File: config.mk
export PLATFORM = sky130hd
export DESIGN_NAME = execute_branch_ctrl
export DESIGN_NICKNAME = d
export VERILOG_FILES = /design/src/rtl/execute_branch_ctrl_pkg.sv /design/src/rtl/execute_branch_ctrl_bht.sv /design/src/rtl/execute_branch_ctrl.sv
export SDC_FILE = /design/constraint.sdc
export NUM_CORES = 1
export LEC_CHECK = 0
export CAP_MARGIN = 5
export CORE_MARGIN = 2
export CORE_UTILIZATION = 48
export DETAILED_ROUTE_END_ITERATION = 7
export PLACE_DENSITY_LB_ADDON = 0.08
export SYNTH_ARGS = -nofsm -noshare
export SYNTH_HDL_FRONTEND = slang
export SYNTH_HIERARCHICAL = 1
export SYNTH_SLANG_ARGS = --single-unit
export TNS_END_PERCENT = 30
File: constraint.sdc
create_clock -name clk -period 4.1 [get_ports clk]
set_input_delay 0.82 -clock clk [delete_from_list [all_inputs] [get_ports clk]]
set_output_delay 0.82 -clock clk [all_outputs]
set_load 0.05 [all_outputs]
File: src/rtl/execute_branch_ctrl_pkg.sv
// Shared encodings for the execute-stage branch controller: RV32I opcodes, branch funct3,
// 2-bit predictor counter states and ALU operation codes.
package execute_branch_ctrl_pkg;

    localparam logic [6:0] OPC_LUI       = 7'b0110111;
    localparam logic [6:0] OPC_AUIPC     = 7'b0010111;
    localparam logic [6:0] OPC_JAL       = 7'b1101111;
    localparam logic [6:0] OPC_JALR      = 7'b1100111;
    localparam logic [6:0] OPC_BRANCH    = 7'b1100011;
    localparam logic [6:0] OPC_LOAD      = 7'b0000011;
    localparam logic [6:0] OPC_STORE     = 7'b0100011;
    localparam logic [6:0] OPC_ARI_ITYPE = 7'b0010011;
    localparam logic [6:0] OPC_ARI_RTYPE = 7'b0110011;

    localparam logic [2:0] FNC_BEQ  = 3'b000;
    localparam logic [2:0] FNC_BNE  = 3'b001;
    localparam logic [2:0] FNC_BLT  = 3'b100;
    localparam logic [2:0] FNC_BGE  = 3'b101;
    localparam logic [2:0] FNC_BLTU = 3'b110;
    localparam logic [2:0] FNC_BGEU = 3'b111;

    typedef enum logic [1:0] {
        CTR_SNT = 2'b00,
        CTR_WNT = 2'b01,
        CTR_WT  = 2'b10,
        CTR_ST  = 2'b11
    } bht_ctr_e;

    typedef enum logic [3:0] {
        ALU_ADD    = 4'd0,
        ALU_SUB    = 4'd1,
        ALU_AND    = 4'd2,
        ALU_OR     = 4'd3,
        ALU_XOR    = 4'd4,
        ALU_SLL    = 4'd5,
        ALU_SRL    = 4'd6,
        ALU_SRA    = 4'd7,
        ALU_SLT    = 4'd8,
        ALU_SLTU   = 4'd9,
        ALU_COPY_B = 4'd10
    } alu_op_e;

    function automatic int bht_idx_w(input int entries);
        return $clog2(entries);
    endfunction

    // Saturating 2-bit counter step: 00 and 11 are sticky ends, never wrap.
    function automatic logic [1:0] ctr_next(input logic [1:0] ctr, input logic taken);
        logic [1:0] nxt;
        nxt = ctr;
        if (taken && ctr != CTR_ST)
            nxt = ctr + 2'd1;
        else if (!taken && ctr != CTR_SNT)
            nxt = ctr - 2'd1;
        return nxt;
    endfunction

    // Register-register and register-immediate arithmetic share funct3 decoding;
    // only the R form turns funct7[5] into SUB.
    function automatic alu_op_e alu_from_funct(input logic [2:0] funct3,
                                               input logic       funct7_b5,
                                               input logic       is_imm);
        alu_op_e op;
        case (funct3)
            3'b000:  op = (funct7_b5 && !is_imm) ? ALU_SUB : ALU_ADD;
            3'b001:  op = ALU_SLL;
            3'b010:  op = ALU_SLT;
            3'b011:  op = ALU_SLTU;
            3'b100:  op = ALU_XOR;
            3'b101:  op = funct7_b5 ? ALU_SRA : ALU_SRL;
            3'b110:  op = ALU_OR;
            default: op = ALU_AND;
        endcase
        return op;
    endfunction

endpackage

File: src/rtl/execute_branch_ctrl_bht.sv
// Branch history table of 2-bit saturating counters: one combinational read port for
// fetch and one registered update port for resolving branches.
module bht_2bit
    import execute_branch_ctrl_pkg::*;
#(
    parameter int         ENTRIES = 64,
    parameter logic [1:0] INIT    = CTR_WNT,
    localparam int        IW      = bht_idx_w(ENTRIES)
) (
    input  logic          clk,
    input  logic          rst,
    input  logic [IW-1:0] rd_idx,
    output logic [1:0]    rd_ctr,
    input  logic          wr_en,
    input  logic [IW-1:0] wr_idx,
    input  logic          wr_taken
);

    logic [1:0] ctr_q [ENTRIES];

    always_ff @(posedge clk or posedge rst) begin
        if (rst) begin
            for (int i = 0; i < ENTRIES; i++)
                ctr_q[i] <= INIT;
        end else if (wr_en) begin
            ctr_q[wr_idx] <= ctr_next(ctr_q[wr_idx], wr_taken);
        end
    end

    // Reads the registered state, so a same-index update this cycle is not visible yet.
    assign rd_ctr = ctr_q[rd_idx];

endmodule

File: src/rtl/execute_branch_ctrl.sv
// RV32I execute-stage control: operand/ALU select decode, branch and jump resolution,
// fetch redirect with a multi-cycle squash window, 2-bit predictor and perf counters.
module execute_branch_ctrl
    import execute_branch_ctrl_pkg::*;
#(
    parameter int         BHT_ENTRIES  = 64,
    parameter logic [1:0] CTR_INIT     = 2'b01,
    parameter int         FLUSH_CYCLES = 1,
    parameter bit         PRED_EN      = 1'b1
) (
    input  logic        clk,
    input  logic        rst,
    input  logic [31:0] fetch_pc,
    output logic        fetch_pred_taken,
    input  logic        ex_valid,
    input  logic        ex_stall,
    input  logic [31:0] ex_instruction,
    input  logic [31:0] ex_pc,
    input  logic        ex_pred_taken,
    input  logic        less_than,
    input  logic        equal,
    input  logic [31:0] alu_result,
    output logic [3:0]  alu_select,
    output logic        a_select,
    output logic        b_select,
    output logic        unsigned_compare,
    output logic        redirect,
    output logic [31:0] redirect_pc,
    output logic        flush,
    output logic [31:0] branch_count,
    output logic [31:0] mispredict_count
);

    localparam int         IW          = bht_idx_w(BHT_ENTRIES);
    localparam logic [1:0] FLUSH_EXTRA = 2'(FLUSH_CYCLES - 1);

    logic [6:0] opcode;
    logic [2:0] funct3;
    logic       funct7_b5;
    alu_op_e    alu_op;

    logic       is_jal;
    logic       is_jalr;
    logic       is_cond_branch;
    logic       taken;
    logic       pred_eff;
    logic       mispredict;
    logic       resolve;

    logic [1:0] flush_cnt_q;
    logic       flush_busy;
    logic [1:0] bht_rd_ctr;
    logic       bht_wr_en;

    assign opcode    = ex_instruction[6:0];
    assign funct3    = ex_instruction[14:12];
    assign funct7_b5 = ex_instruction[30];

    // Operand and ALU selects are pure decode, independent of valid/stall/flush.
    always_comb begin
        alu_op   = ALU_ADD;
        a_select = 1'b0;
        b_select = 1'b0;
        case (opcode)
            OPC_LUI: begin
                a_select = 1'b1;
                b_select = 1'b1;
                alu_op   = ALU_COPY_B;
            end
            OPC_AUIPC, OPC_JAL, OPC_BRANCH: begin
                a_select = 1'b1;
                b_select = 1'b1;
            end
            OPC_JALR, OPC_LOAD, OPC_STORE: begin
                b_select = 1'b1;
            end
            OPC_ARI_ITYPE: begin
                b_select = 1'b1;
                alu_op   = alu_from_funct(funct3, funct7_b5, 1'b1);
            end
            OPC_ARI_RTYPE: begin
                alu_op   = alu_from_funct(funct3, funct7_b5, 1'b0);
            end
            default: ;
        endcase
    end

    assign alu_select       = alu_op;
    assign unsigned_compare = funct3[1];

    assign is_jal         = (opcode == OPC_JAL);
    assign is_jalr        = (opcode == OPC_JALR);
    assign is_cond_branch = (opcode == OPC_BRANCH) && (funct3[2:1] != 2'b01);

    always_comb begin
        taken = 1'b0;
        case (funct3)
            FNC_BEQ:            taken = equal;
            FNC_BNE:            taken = !equal;
            FNC_BLT, FNC_BLTU:  taken = less_than;
            FNC_BGE, FNC_BGEU:  taken = !less_than;
            default:            taken = 1'b0;
        endcase
    end

    // In static mode the carried prediction is meaningless; every taken branch mispredicts.
    assign pred_eff   = PRED_EN ? ex_pred_taken : 1'b0;
    assign mispredict = is_cond_branch && (taken != pred_eff);

    assign flush_busy = (flush_cnt_q != 2'd0);
    assign resolve    = ex_valid && !ex_stall && !flush_busy && !rst;
    assign redirect   = resolve && (is_jal || is_jalr || mispredict);
    assign flush      = redirect || flush_busy;

    always_comb begin
        redirect_pc = 32'd0;
        if (!rst) begin
            if (is_jalr)
                redirect_pc = {alu_result[31:1], 1'b0};
            else if (is_jal || (is_cond_branch && taken))
                redirect_pc = alu_result;
            else
                redirect_pc = ex_pc + 32'd4;
        end
    end

    // Redirect cycle itself is the first squash cycle; the counter covers the rest.
    always_ff @(posedge clk or posedge rst) begin
        if (rst)
            flush_cnt_q <= 2'd0;
        else if (redirect)
            flush_cnt_q <= FLUSH_EXTRA;
        else if (flush_busy)
            flush_cnt_q <= flush_cnt_q - 2'd1;
    end

    always_ff @(posedge clk or posedge rst) begin
        if (rst) begin
            branch_count     <= 32'd0;
            mispredict_count <= 32'd0;
        end else if (resolve && is_cond_branch) begin
            if (branch_count != 32'hFFFF_FFFF)
                branch_count <= branch_count + 32'd1;
            if (mispredict && mispredict_count != 32'hFFFF_FFFF)
                mispredict_count <= mispredict_count + 32'd1;
        end
    end

    assign bht_wr_en = resolve && is_cond_branch;

    generate
        if (PRED_EN) begin : g_bht
            bht_2bit #(
                .ENTRIES (BHT_ENTRIES),
                .INIT    (CTR_INIT)
            ) u_bht (
                .clk      (clk),
                .rst      (rst),
                .rd_idx   (fetch_pc[IW+1:2]),
                .rd_ctr   (bht_rd_ctr),
                .wr_en    (bht_wr_en),
                .wr_idx   (ex_pc[IW+1:2]),
                .wr_taken (taken)
            );
            assign fetch_pred_taken = bht_rd_ctr[1];
        end else begin : g_static
            assign bht_rd_ctr       = CTR_INIT;
            assign fetch_pred_taken = 1'b0;
        end
    endgenerate

    logic unused_ok;
    assign unused_ok = ^{fetch_pc, ex_pred_taken, ex_instruction, bht_rd_ctr, bht_wr_en};

endmodule

==> flow_summary.ini <==
[grt]
grt-ovfl-total = 0
grt_pass1_vias = 10120
antenna_found_initial = 0
grt_start_max_net_pins = 129
grt_pass1_wl_microns = 56290
grt_use_total_pct = 27.11

[clocking]
cts_setup_buffers = 0
htree_num_levels = 4
numCtsBuffers = 17
tritoncts = built
clockRootBuffer = clkbuf_16
clk_latency_ps = 450
clock_path_buffers = 2
cts.sinks = 194
cts.clk_slew.worst_paths_ps = 80

[synth]
yosysWarnings = 6
syn_area_per_cell_sq_um = 9.760
syn_nets = 1388
syn_area_sq_mm = 0.01217
syn_inst = 1247

[route]
vias = 10590
viasPerCell = 5.827
ant_nets = 0
wl_per_cell_microns = 19.75
drc_errors = 0
drt_iter0_drc = 856
drt_first_pass_iters = 5
routed_wl_microns = 35900

[sta]
max_slew_margin_pct = 45.78
tns_ps = 0
setup-violations-final = 0
worst_slew_pin_slew_ps = 807.2
period_needed_ps = 4024
hold_violations = 0
fin_crit_sh_pct = 98.15
rsz0062_at_grt = no
finalMaxSlewViolations = 0
clock.fmax_ghz = 0.2485
finClkSkew_ps = 16.53

[place]
hpwl_microns = 26140
routabilityCongestion = 0.9456
port_buffers = 193

[worst_setup_path]
timing.rr.start = g_bht.u_bht/ctr_q[108]
path_class = input port to output pin
crit_fanout = 8
crit_path_start = fetch_pc[2]
reg2reg_depth = 10
endpoint = fetch_pred_taken
startpoint_type = input port
endpoint_kind = output pin
cp.arrival_ps = 3200
cp.required_ps = 3280
reg2reg_to = g_bht.u_bht/ctr_q[88]
rrSetupSlack_ps = 580

[power_and_ir_drop]
vdd_drop_max_mv = 0.2430
power_leakage_nw = 6.466
power_density_mw_per_mm2 = 274.5

[outcome]
outcome = complete, no violations

[final_layout]
final_core_util_pct = 63.76
final_nets = 1616
drive_above_1_share_pct = 25.34
area_delta_synth_final_pct = 31.17
num_antenna_cells = 0

[floorplan]
die_w_microns = 163.2
rows = 58
core_sq_mm = 0.02504
start_util_pct = 48.61
ios = 241
fp.dieH_microns = 163.2
die_area_sq_mm = 0.02664

[flow_run]
maxCapViolations = 0

[worst_hold_path]
hold_class = register to register
worst max-delay path, cell delays in order:
cell and delay, ps:
dlygate4sd2_1 320, bufbuf_16 330, mux4_2 530, mux4_2 480, mux4_2 500, buf_4 210
layout by cell type (no fill, tap or decap), types with 5 or more instances in the layout:
cell type        count
a211oi_1            15
a21oi_1            110
a221o_1              5
a221oi_1             8
a22oi_1              7
and2_1              10
and3_1              28
and4_1              10
buf_12              48
buf_4               89
clkbuf_16           17
clkdlybuf4s50_1    151
clkinv_8             5
dfrtp_1            130
dfstp_2             64
ha_1                 6
inv_1                9
inv_8                5
mux2_2              21
mux2i_1             18
mux4_2              27
nand2_1            193
nand2b_1             6
nand3_1             51
nand4_1             51
nor2_1              86
nor2b_1              7
nor3_1              14
nor4_4               5
o21ai_0             47
o22ai_1              7
o31ai_1              6
o31ai_2             60
xnor2_1             65
xor2_1              23
flip-flops by register name, summed over array words and instances, names as in the netlist:
register	count
g_bht.u_bht/ctr_q	128
branch_count	32
mispredict_count	32
flush_cnt_q	2
metrics by stage:
| stage | hold slack, ps | std cells | worst slack (ps) | power (mW) | instance area, sq um |
|---|---|---|---|---|---|
| detailed placement | 462.8 | 1785 | -171.7 | 2.712 | 15320 |
| floorplan | 449.4 | 1247 | 70.90 | 2.349 | 12180 |
| finish | 473.2 | 1818 | 75.80 | 4.381 | 15960 |
| global route | 491.0 | 1818 | 23.58 | 4.556 | 15960 |
| global placement | 458.8 | 1785 | -151.0 | 2.709 | 15320 |
| CTS | 474.8 | 1818 | 98.83 | 4.416 | 15960 |
how the worst min path moves through the flow:
stage | startpoint | to | slack [ps] | depth (start not counted)
2_1_floorplan | g_bht.u_bht/ctr_q[54] | g_bht.u_bht/ctr_q[54] | 450 | 2
3_3_place_gp | g_bht.u_bht/ctr_q[52] | g_bht.u_bht/ctr_q[52] | 460 | 2
3_5_place_dp | g_bht.u_bht/ctr_q[54] | g_bht.u_bht/ctr_q[54] | 460 | 2
4_1_cts | g_bht.u_bht/ctr_q[54] | g_bht.u_bht/ctr_q[54] | 470 | 2
5_1_grt | g_bht.u_bht/ctr_q[52] | g_bht.u_bht/ctr_q[52] | 490 | 2
6_report | g_bht.u_bht/ctr_q[54] | g_bht.u_bht/ctr_q[54] | 470 | 2
final cells by class:
cell class	instances	area (sq um)
clock buffers	17	425.4
clock inverters	15	183.9
fillers	2096	9072
inverters	12	50.05
multi-input cells	957	6760
flip-flops and latches	194	4935
well taps	330	412.9
repair buffers	293	3197
power by group:
part | switching, mW | leakage (nW) | internal, mW | total, mW
sequential | 0.00142 | 2.48 | 1.92 | 1.92
combinational | 0.447 | 3.69 | 0.318 | 0.765
clock | 0.866 | 0.294 | 0.833 | 1.70
routing by layer:
| metal | GRT usage [%] | share of wire (%) | vias up |
|---|---|---|---|
| met5 | 0 | 0 | - |
| met3 | 4.876 | 7.0 | 59 |
| met2 | 42.85 | 47 | 409 |
| met4 | 8.970 | 2.4 | 0 |
| li1 | - | - | 5044 |
| met1 | 37.82 | 44 | 5081 |
repair_timing:
item,4_1_cts,5_1_grt
endpoints found under the setup margin,1,0
hold buffers,0,0
gates resized for setup,1,0
No activity file was read; power rests on OpenSTA's default activity.
